==> src/rtl/vscale_mem_arbiter_pkg.sv <==
// Shared types, constants and helpers for the vscale memory arbiter.
package vscale_mem_arbiter_pkg;

    // Owner tag stored for each outstanding bus transaction.
    typedef enum logic {
        OWNER_IMEM = 1'b0,
        OWNER_DMEM = 1'b1
    } owner_e;

    // Up to two transactions in flight: one data phase overlapping the next address phase.
    localparam int ARB_DEPTH = 2;
    localparam int CNT_W     = 2;

    // Fetches are always full-word reads.
    localparam logic [2:0] IMEM_SIZE = 3'b010;

    localparam int STARVE_W = 4;

    // Starvation counter: cleared when fetch is idle or served, otherwise counts up to the limit and holds.
    function automatic logic [STARVE_W-1:0] starve_next(
        input logic [STARVE_W-1:0] cnt,
        input logic [STARVE_W-1:0] limit,
        input logic                imem_req,
        input logic                imem_accept
    );
        if (!imem_req || imem_accept) begin
            return '0;
        end
        if (cnt == limit) begin
            return cnt;
        end
        return cnt + STARVE_W'(1);
    endfunction

endpackage

==> src/rtl/vscale_owner_fifo.sv <==
// Two-entry, one-bit owner FIFO that remembers which requester owns each
// outstanding bus transaction, in issue order.
module vscale_owner_fifo
    import vscale_mem_arbiter_pkg::*;
(
    input  logic             clk_i,
    input  logic             rst_ni,
    input  logic             push_i,
    input  owner_e           push_owner_i,
    input  logic             pop_i,
    output owner_e           head_o,
    output logic [CNT_W-1:0] count_o,
    output logic             full_o,
    output logic             empty_o
);

    logic [ARB_DEPTH-1:0] slot_q, slot_d;
    logic                 wr_ptr_q, wr_ptr_d;
    logic                 rd_ptr_q, rd_ptr_d;
    logic [CNT_W-1:0]     count_q, count_d;
    logic                 push_ok;
    logic                 pop_ok;

    assign full_o  = (count_q == CNT_W'(ARB_DEPTH));
    assign empty_o = (count_q == '0);
    assign count_o = count_q;
    assign head_o  = owner_e'(slot_q[rd_ptr_q]);

    // A full FIFO refuses a push even if it pops in the same cycle.
    assign push_ok = push_i & ~full_o;
    assign pop_ok  = pop_i & ~empty_o;

    // Next-state for storage, pointers and occupancy.
    always_comb begin
        slot_d   = slot_q;
        wr_ptr_d = wr_ptr_q;
        rd_ptr_d = rd_ptr_q;
        count_d  = count_q;

        if (push_ok) begin
            slot_d[wr_ptr_q] = push_owner_i;
            wr_ptr_d         = ~wr_ptr_q;
        end
        if (pop_ok) begin
            rd_ptr_d = ~rd_ptr_q;
        end

        case ({push_ok, pop_ok})
            2'b10:   count_d = count_q + CNT_W'(1);
            2'b01:   count_d = count_q - CNT_W'(1);
            default: count_d = count_q;
        endcase
    end

    // State register; reset discards every outstanding owner.
    always_ff @(posedge clk_i or negedge rst_ni) begin
        if (!rst_ni) begin
            slot_q   <= '0;
            wr_ptr_q <= 1'b0;
            rd_ptr_q <= 1'b0;
            count_q  <= '0;
        end else begin
            slot_q   <= slot_d;
            wr_ptr_q <= wr_ptr_d;
            rd_ptr_q <= rd_ptr_d;
            count_q  <= count_d;
        end
    end

endmodule

==> src/rtl/vscale_mem_arbiter.sv <==
// Shares one memory bus port between instruction fetch (imem) and load/store
// (dmem). Requests and responses pass through combinationally; an owner FIFO
// routes in-order responses back, and a starvation counter keeps fetch moving
// under sustained load/store traffic.
module vscale_mem_arbiter
    import vscale_mem_arbiter_pkg::*;
#(
    parameter int ADDR_WIDTH   = 32,
    parameter int DATA_WIDTH   = 32,
    parameter int STARVE_LIMIT = 4
) (
    input  logic                  clk_i,
    input  logic                  rst_ni,

    input  logic                  imem_req_i,
    input  logic [ADDR_WIDTH-1:0] imem_addr_i,
    output logic                  imem_accept_o,
    output logic                  imem_rvalid_o,
    output logic [DATA_WIDTH-1:0] imem_rdata_o,
    output logic                  imem_err_o,

    input  logic                  dmem_req_i,
    input  logic [ADDR_WIDTH-1:0] dmem_addr_i,
    input  logic                  dmem_wen_i,
    input  logic [2:0]            dmem_size_i,
    input  logic [DATA_WIDTH-1:0] dmem_wdata_i,
    output logic                  dmem_accept_o,
    output logic                  dmem_rvalid_o,
    output logic [DATA_WIDTH-1:0] dmem_rdata_o,
    output logic                  dmem_err_o,

    output logic                  bus_req_valid_o,
    input  logic                  bus_req_ready_i,
    output logic [ADDR_WIDTH-1:0] bus_addr_o,
    output logic                  bus_wen_o,
    output logic [2:0]            bus_size_o,
    output logic [DATA_WIDTH-1:0] bus_wdata_o,
    input  logic                  bus_resp_valid_i,
    input  logic [DATA_WIDTH-1:0] bus_rdata_i,
    input  logic                  bus_resp_err_i,

    output logic                  proto_err_o
);

    localparam logic [STARVE_W-1:0] STARVE_MAX = STARVE_W'(STARVE_LIMIT);

    logic [STARVE_W-1:0] starve_q, starve_d;
    logic                proto_err_q, proto_err_d;

    logic                starve_hit;
    logic                grant_dmem;
    logic                req_valid;
    logic                accept;
    logic                resp_pop;
    logic                resp_orphan;

    owner_e              fifo_head;
    logic [CNT_W-1:0]    fifo_count;
    logic                fifo_full;
    logic                fifo_empty;
    owner_e              push_owner;

    // Grant and handshake: dmem wins unless fetch has been starved long enough.
    always_comb begin
        starve_hit  = (starve_q == STARVE_MAX) && imem_req_i;
        grant_dmem  = dmem_req_i && !starve_hit;
        req_valid   = (imem_req_i || dmem_req_i) && !fifo_full;
        accept      = req_valid && bus_req_ready_i;
        push_owner  = grant_dmem ? OWNER_DMEM : OWNER_IMEM;
        resp_pop    = bus_resp_valid_i && !fifo_empty;
        resp_orphan = bus_resp_valid_i && (fifo_count == '0);
    end

    vscale_owner_fifo u_owner_fifo (
        .clk_i        (clk_i),
        .rst_ni       (rst_ni),
        .push_i       (accept && rst_ni),
        .push_owner_i (push_owner),
        .pop_i        (resp_pop),
        .head_o       (fifo_head),
        .count_o      (fifo_count),
        .full_o       (fifo_full),
        .empty_o      (fifo_empty)
    );

    // Output mux; everything is forced low while reset is held.
    always_comb begin
        bus_req_valid_o = 1'b0;
        bus_addr_o      = '0;
        bus_wen_o       = 1'b0;
        bus_size_o      = 3'b000;
        bus_wdata_o     = '0;
        imem_accept_o   = 1'b0;
        dmem_accept_o   = 1'b0;
        imem_rvalid_o   = 1'b0;
        imem_rdata_o    = '0;
        imem_err_o      = 1'b0;
        dmem_rvalid_o   = 1'b0;
        dmem_rdata_o    = '0;
        dmem_err_o      = 1'b0;

        if (rst_ni) begin
            bus_req_valid_o = req_valid;
            if (grant_dmem) begin
                bus_addr_o  = dmem_addr_i;
                bus_wen_o   = dmem_wen_i;
                bus_size_o  = dmem_size_i;
                bus_wdata_o = dmem_wdata_i;
            end else begin
                bus_addr_o  = imem_addr_i;
                bus_wen_o   = 1'b0;
                bus_size_o  = IMEM_SIZE;
                bus_wdata_o = '0;
            end

            imem_accept_o = accept && !grant_dmem;
            dmem_accept_o = accept && grant_dmem;

            if (resp_pop) begin
                if (fifo_head == OWNER_IMEM) begin
                    imem_rvalid_o = 1'b1;
                    imem_rdata_o  = bus_rdata_i;
                    imem_err_o    = bus_resp_err_i;
                end else begin
                    dmem_rvalid_o = 1'b1;
                    dmem_rdata_o  = bus_rdata_i;
                    dmem_err_o    = bus_resp_err_i;
                end
            end
        end
    end

    assign proto_err_o = proto_err_q;

    // Next-state for the starvation counter and the sticky orphan-response flag.
    always_comb begin
        starve_d    = starve_next(starve_q, STARVE_MAX, imem_req_i, imem_accept_o);
        proto_err_d = proto_err_q | resp_orphan;
    end

    // State register.
    always_ff @(posedge clk_i or negedge rst_ni) begin
        if (!rst_ni) begin
            starve_q    <= '0;
            proto_err_q <= 1'b0;
        end else begin
            starve_q    <= starve_d;
            proto_err_q <= proto_err_d;
        end
    end

endmodule

==> config.mk <==
export PLATFORM = sky130hd
export DESIGN_NAME = vscale_mem_arbiter
export DESIGN_NICKNAME = d
export VERILOG_FILES = /design/src/rtl/vscale_mem_arbiter_pkg.sv /design/src/rtl/vscale_owner_fifo.sv /design/src/rtl/vscale_mem_arbiter.sv
export SDC_FILE = /design/constraint.sdc
export NUM_CORES = 1
export LEC_CHECK = 0
export CAP_MARGIN = 5
export CORE_MARGIN = 10
export CORE_UTILIZATION = 25
export CTS_BUF_LIST = sky130_fd_sc_hd__clkbuf_4 sky130_fd_sc_hd__clkbuf_8
export DETAILED_ROUTE_END_ITERATION = 10
export PLACE_DENSITY_LB_ADDON = 0.08
export RECOVER_POWER = 100
export SETUP_SLACK_MARGIN = 0.3
export SLEW_MARGIN = 20
export SYNTH_ARGS = -nofsm -noshare
export SYNTH_HDL_FRONTEND = slang
export SYNTH_SLANG_ARGS = --single-unit
==> constraint.sdc <==
create_clock -name clk_i -period 2.25 [get_ports clk_i]
set_clock_uncertainty 0.2 [all_clocks]
set_input_delay 0.45 -clock clk_i [delete_from_list [all_inputs] [get_ports clk_i]]
set_output_delay 0.45 -clock clk_i [all_outputs]
set_load 0.02 [all_outputs]
==> impl_metrics.env <==
export IMPL_cap_violations=0
export IMPL_synthTopCellsByArea="and2_1, mux2i_1, dfrtp_1, nand2_1, ha_1"
export IMPL_timing_setup_tns_ps=-46630
export IMPL_antenna_found_initial=1
export IMPL_fin_ws_ps=-500.2
export IMPL_grt_overflow_total=0
export IMPL_worst_ir_drop_vdd_mv=0.3608
export IMPL_critPathLaunchType="flop"
export IMPL_wl_mm=17.94
export IMPL_grt_pass1_vias=3863
export IMPL_synth_largest_area_cell="and2_1"
export IMPL_drc=0
export IMPL_fin_area_um2=6919
export IMPL_final_util_pct=90.48
export IMPL_slew_violations=0
export IMPL_cts_sinks=11
export IMPL_numPortBuffers=278
export IMPL_cts_path_max_buffers=2
export IMPL_synth_area_um2=1952
export IMPL_ys_warn_count=0
export IMPL_syn2layout_area_growth_pct=254.5
export IMPL_setup_viol=140
export IMPL_seq_area_um2=275.3
export IMPL_root_buffer="clkbuf_8"
export IMPL_vias=3610
export IMPL_multi_input_area_um2=2267
export IMPL_critPathKind="flop to primary output"
export IMPL_arrival_ps=2100
export IMPL_synth_seq_cells=11
export IMPL_power_density_nw_per_um2=539.2
export IMPL_reg2reg_slack_ps=-130
export IMPL_clock_latency_ps=250
export IMPL_period_needed_ps=2750
export IMPL_grt_setup_unrepaired="yes"
export IMPL_placed_area_um2=5600
export IMPL_syn_avg_cell_area_um2=6.946
export IMPL_drt_vias_per_instance=4.865
export IMPL_die_w_um=108.4
export IMPL_start_util_pct=25.52
export IMPL_cp_end_kind="primary output"
export IMPL_cts_htree_levels=1
export IMPL_cp_required_ps=1600
export IMPL_dp_hpwl_mm=10.55
export IMPL_place_gp_congestion=0.8127
export IMPL_synth_nets=423
export IMPL_hold_viol=0
export IMPL_clkTransAtPathRegs_ps=60
export IMPL_num_fill_cells=294
export IMPL_async_flop_share_pct=100.0
export IMPL_ys_seq_area_share_pct=14.10
export IMPL_period_share_pct=122.2
export IMPL_hold_class="flop to flop"
export IMPL_grt_usage_pct=24.55
export IMPL_post_drt_wl_per_cell_um=24.18
export IMPL_numCtsBuffers=3
export IMPL_antenna_left=0
export IMPL_ys_types=33
export IMPL_hold_buffers=0
export IMPL_tightestPinTransition_ps=563.9
export IMPL_leakage_nw=3.142
export IMPL_dr_pass1_iters=4
export IMPL_synth_edf_count=0
export IMPL_dieArea_um2=11740
export IMPL_pin_count=279
export IMPL_syn_instance_count=281
export IMPL_num_rows=32
export IMPL_tritoncts="done"
export IMPL_ys_flop_type="dfrtp_1"
export IMPL_design_core_area_um2=7647
export IMPL_grt_pass1_wl_mm=22.34
export IMPL_crit_fanout=8
export IMPL_maxClockFrequency_mhz=363.6
export IMPL_drive_above_1_share_pct=61.35
export IMPL_die_y_um=108.4
export IMPL_synth_top_area_share_pct=32.37
export IMPL_place_ws_ps=-832.1
export IMPL_violations="negative setup slack"
export IMPL_slew_headroom_pct=61.91
export IMPL_status="complete, but fails checks"
export IMPL_first_iter_violations=151
export IMPL_grt_max_degree=75
export IMPL_final_nets=782
-- metal layers --
metal	routed length, um	GRT usage (%)	share of wire, %	vias to the layer above
met3	1591	9.042	8.9	32
li1	-	-	-	1624
met2	9984	49.05	56	191
met4	527	8.380	2.9	0
met5	0	0	0	-
met1	5841	21.86	33	1763
-- Yosys cell counts, types with 3 or more instances --
master    number
ha_1           3
inv_1          3
mux2i_1       33
nand2_1       66
buf_4          3
dfrtp_1       11
clkbuf_1       9
buf_2          7
nor2_1         6
and2_1       101
xnor2_1        4
nand3_1        4
-- state kept, by name, indices dropped and copies added (netlist names) --
register / flops
u_owner_fifo.count_o: 2
u_owner_fifo.slot_q: 2
starve_q: 4
proto_err_o: 1
u_owner_fifo.wr_ptr_q: 1
u_owner_fifo.rd_ptr_q: 1
-- power breakdown --
part	internal, mW	leakage (nW)	switching, mW
combinational	1.85	2.98	1.30
clock	0.137	0.0262	0.0871
sequential	0.270	0.134	0.0846
-- placed cells by master, fill, tap and decap left out, types with 3 or more instances in the layout --
master           count
and2_4             101
buf_12              13
buf_16              10
buf_4               40
buf_6              168
clkbuf_1             3
clkbuf_4             3
clkbuf_8             3
clkdlybuf4s50_1    134
dfrtp_1             11
dlygate4sd2_1        3
mux2i_1              3
mux2i_4             29
nand2_1             65
nand3_1              4
nor2_1               3
xnor2_1              3
-- path summary, 6_finish.rpt --
kind / cells past startpoint / endpoint / from
worst min register to register: 1 / proto_err_o / proto_err_o
worst min-delay path: 1 / proto_err_o / proto_err_o
max in group asynchronous: 2 / u_owner_fifo.count_o[0] / rst_ni
min in group asynchronous: 2 / u_owner_fifo.rd_ptr_q / rst_ni
worst max-delay path: 8 / bus_addr_o[6] / starve_q[1]
worst max register to register: 8 / u_owner_fifo.count_o[1] / u_owner_fifo.count_o[0]
-- critical path, cell delays in order, from the launching register on --
cell and delay, ps:
dfrtp_1 390, inv_2 80, ha_4 170, and3b_2 230
a21boi_4 270, buf_12 190, buf_12 150, mux2i_4 240
buf_6 140
-- stage by stage --
stage	cells	power [mW]	hold WS, ps
floorplan	281	1.355	-45.59
global placement	674	2.312	244.5
detailed placement	674	2.352	244.1
CTS	732	3.342	22.05
global route	742	3.860	277.4
finish	742	3.731	270.1
-- logic make-up after synthesis --
family                     synth area share (%)
muxes                                     18.08
buffers and inverters                     6.923
DFF                                       14.10
adders and majority gates                 1.923
xor gates and xnor gates                  2.692
AOI/OAI and AO/OA                         5.769
and+or+nand+nor                           50.51
-- timing repair --
| item | 4_1_cts | 5_1_grt |
|---|---|---|
| gates resized for setup | 900 | 83 |
| endpoints found under the setup margin | 144 | 142 |
| gates cloned | 13 | 1 |
| buffers inserted | 41 | 8 |
| pin swaps | 41 | 20 |
-- cell type report --
class	instances	area share, %
Sequential cell	11	3.978
Inverter	3	0.1627
Clock buffer	4	0.7052
Timing Repair Buffer	377	60.51
Multi-Input combinational cell	244	32.77
Tap cell	102	1.844
Antenna cell	1	0.03617
Power figures use the tool's default switching activity.
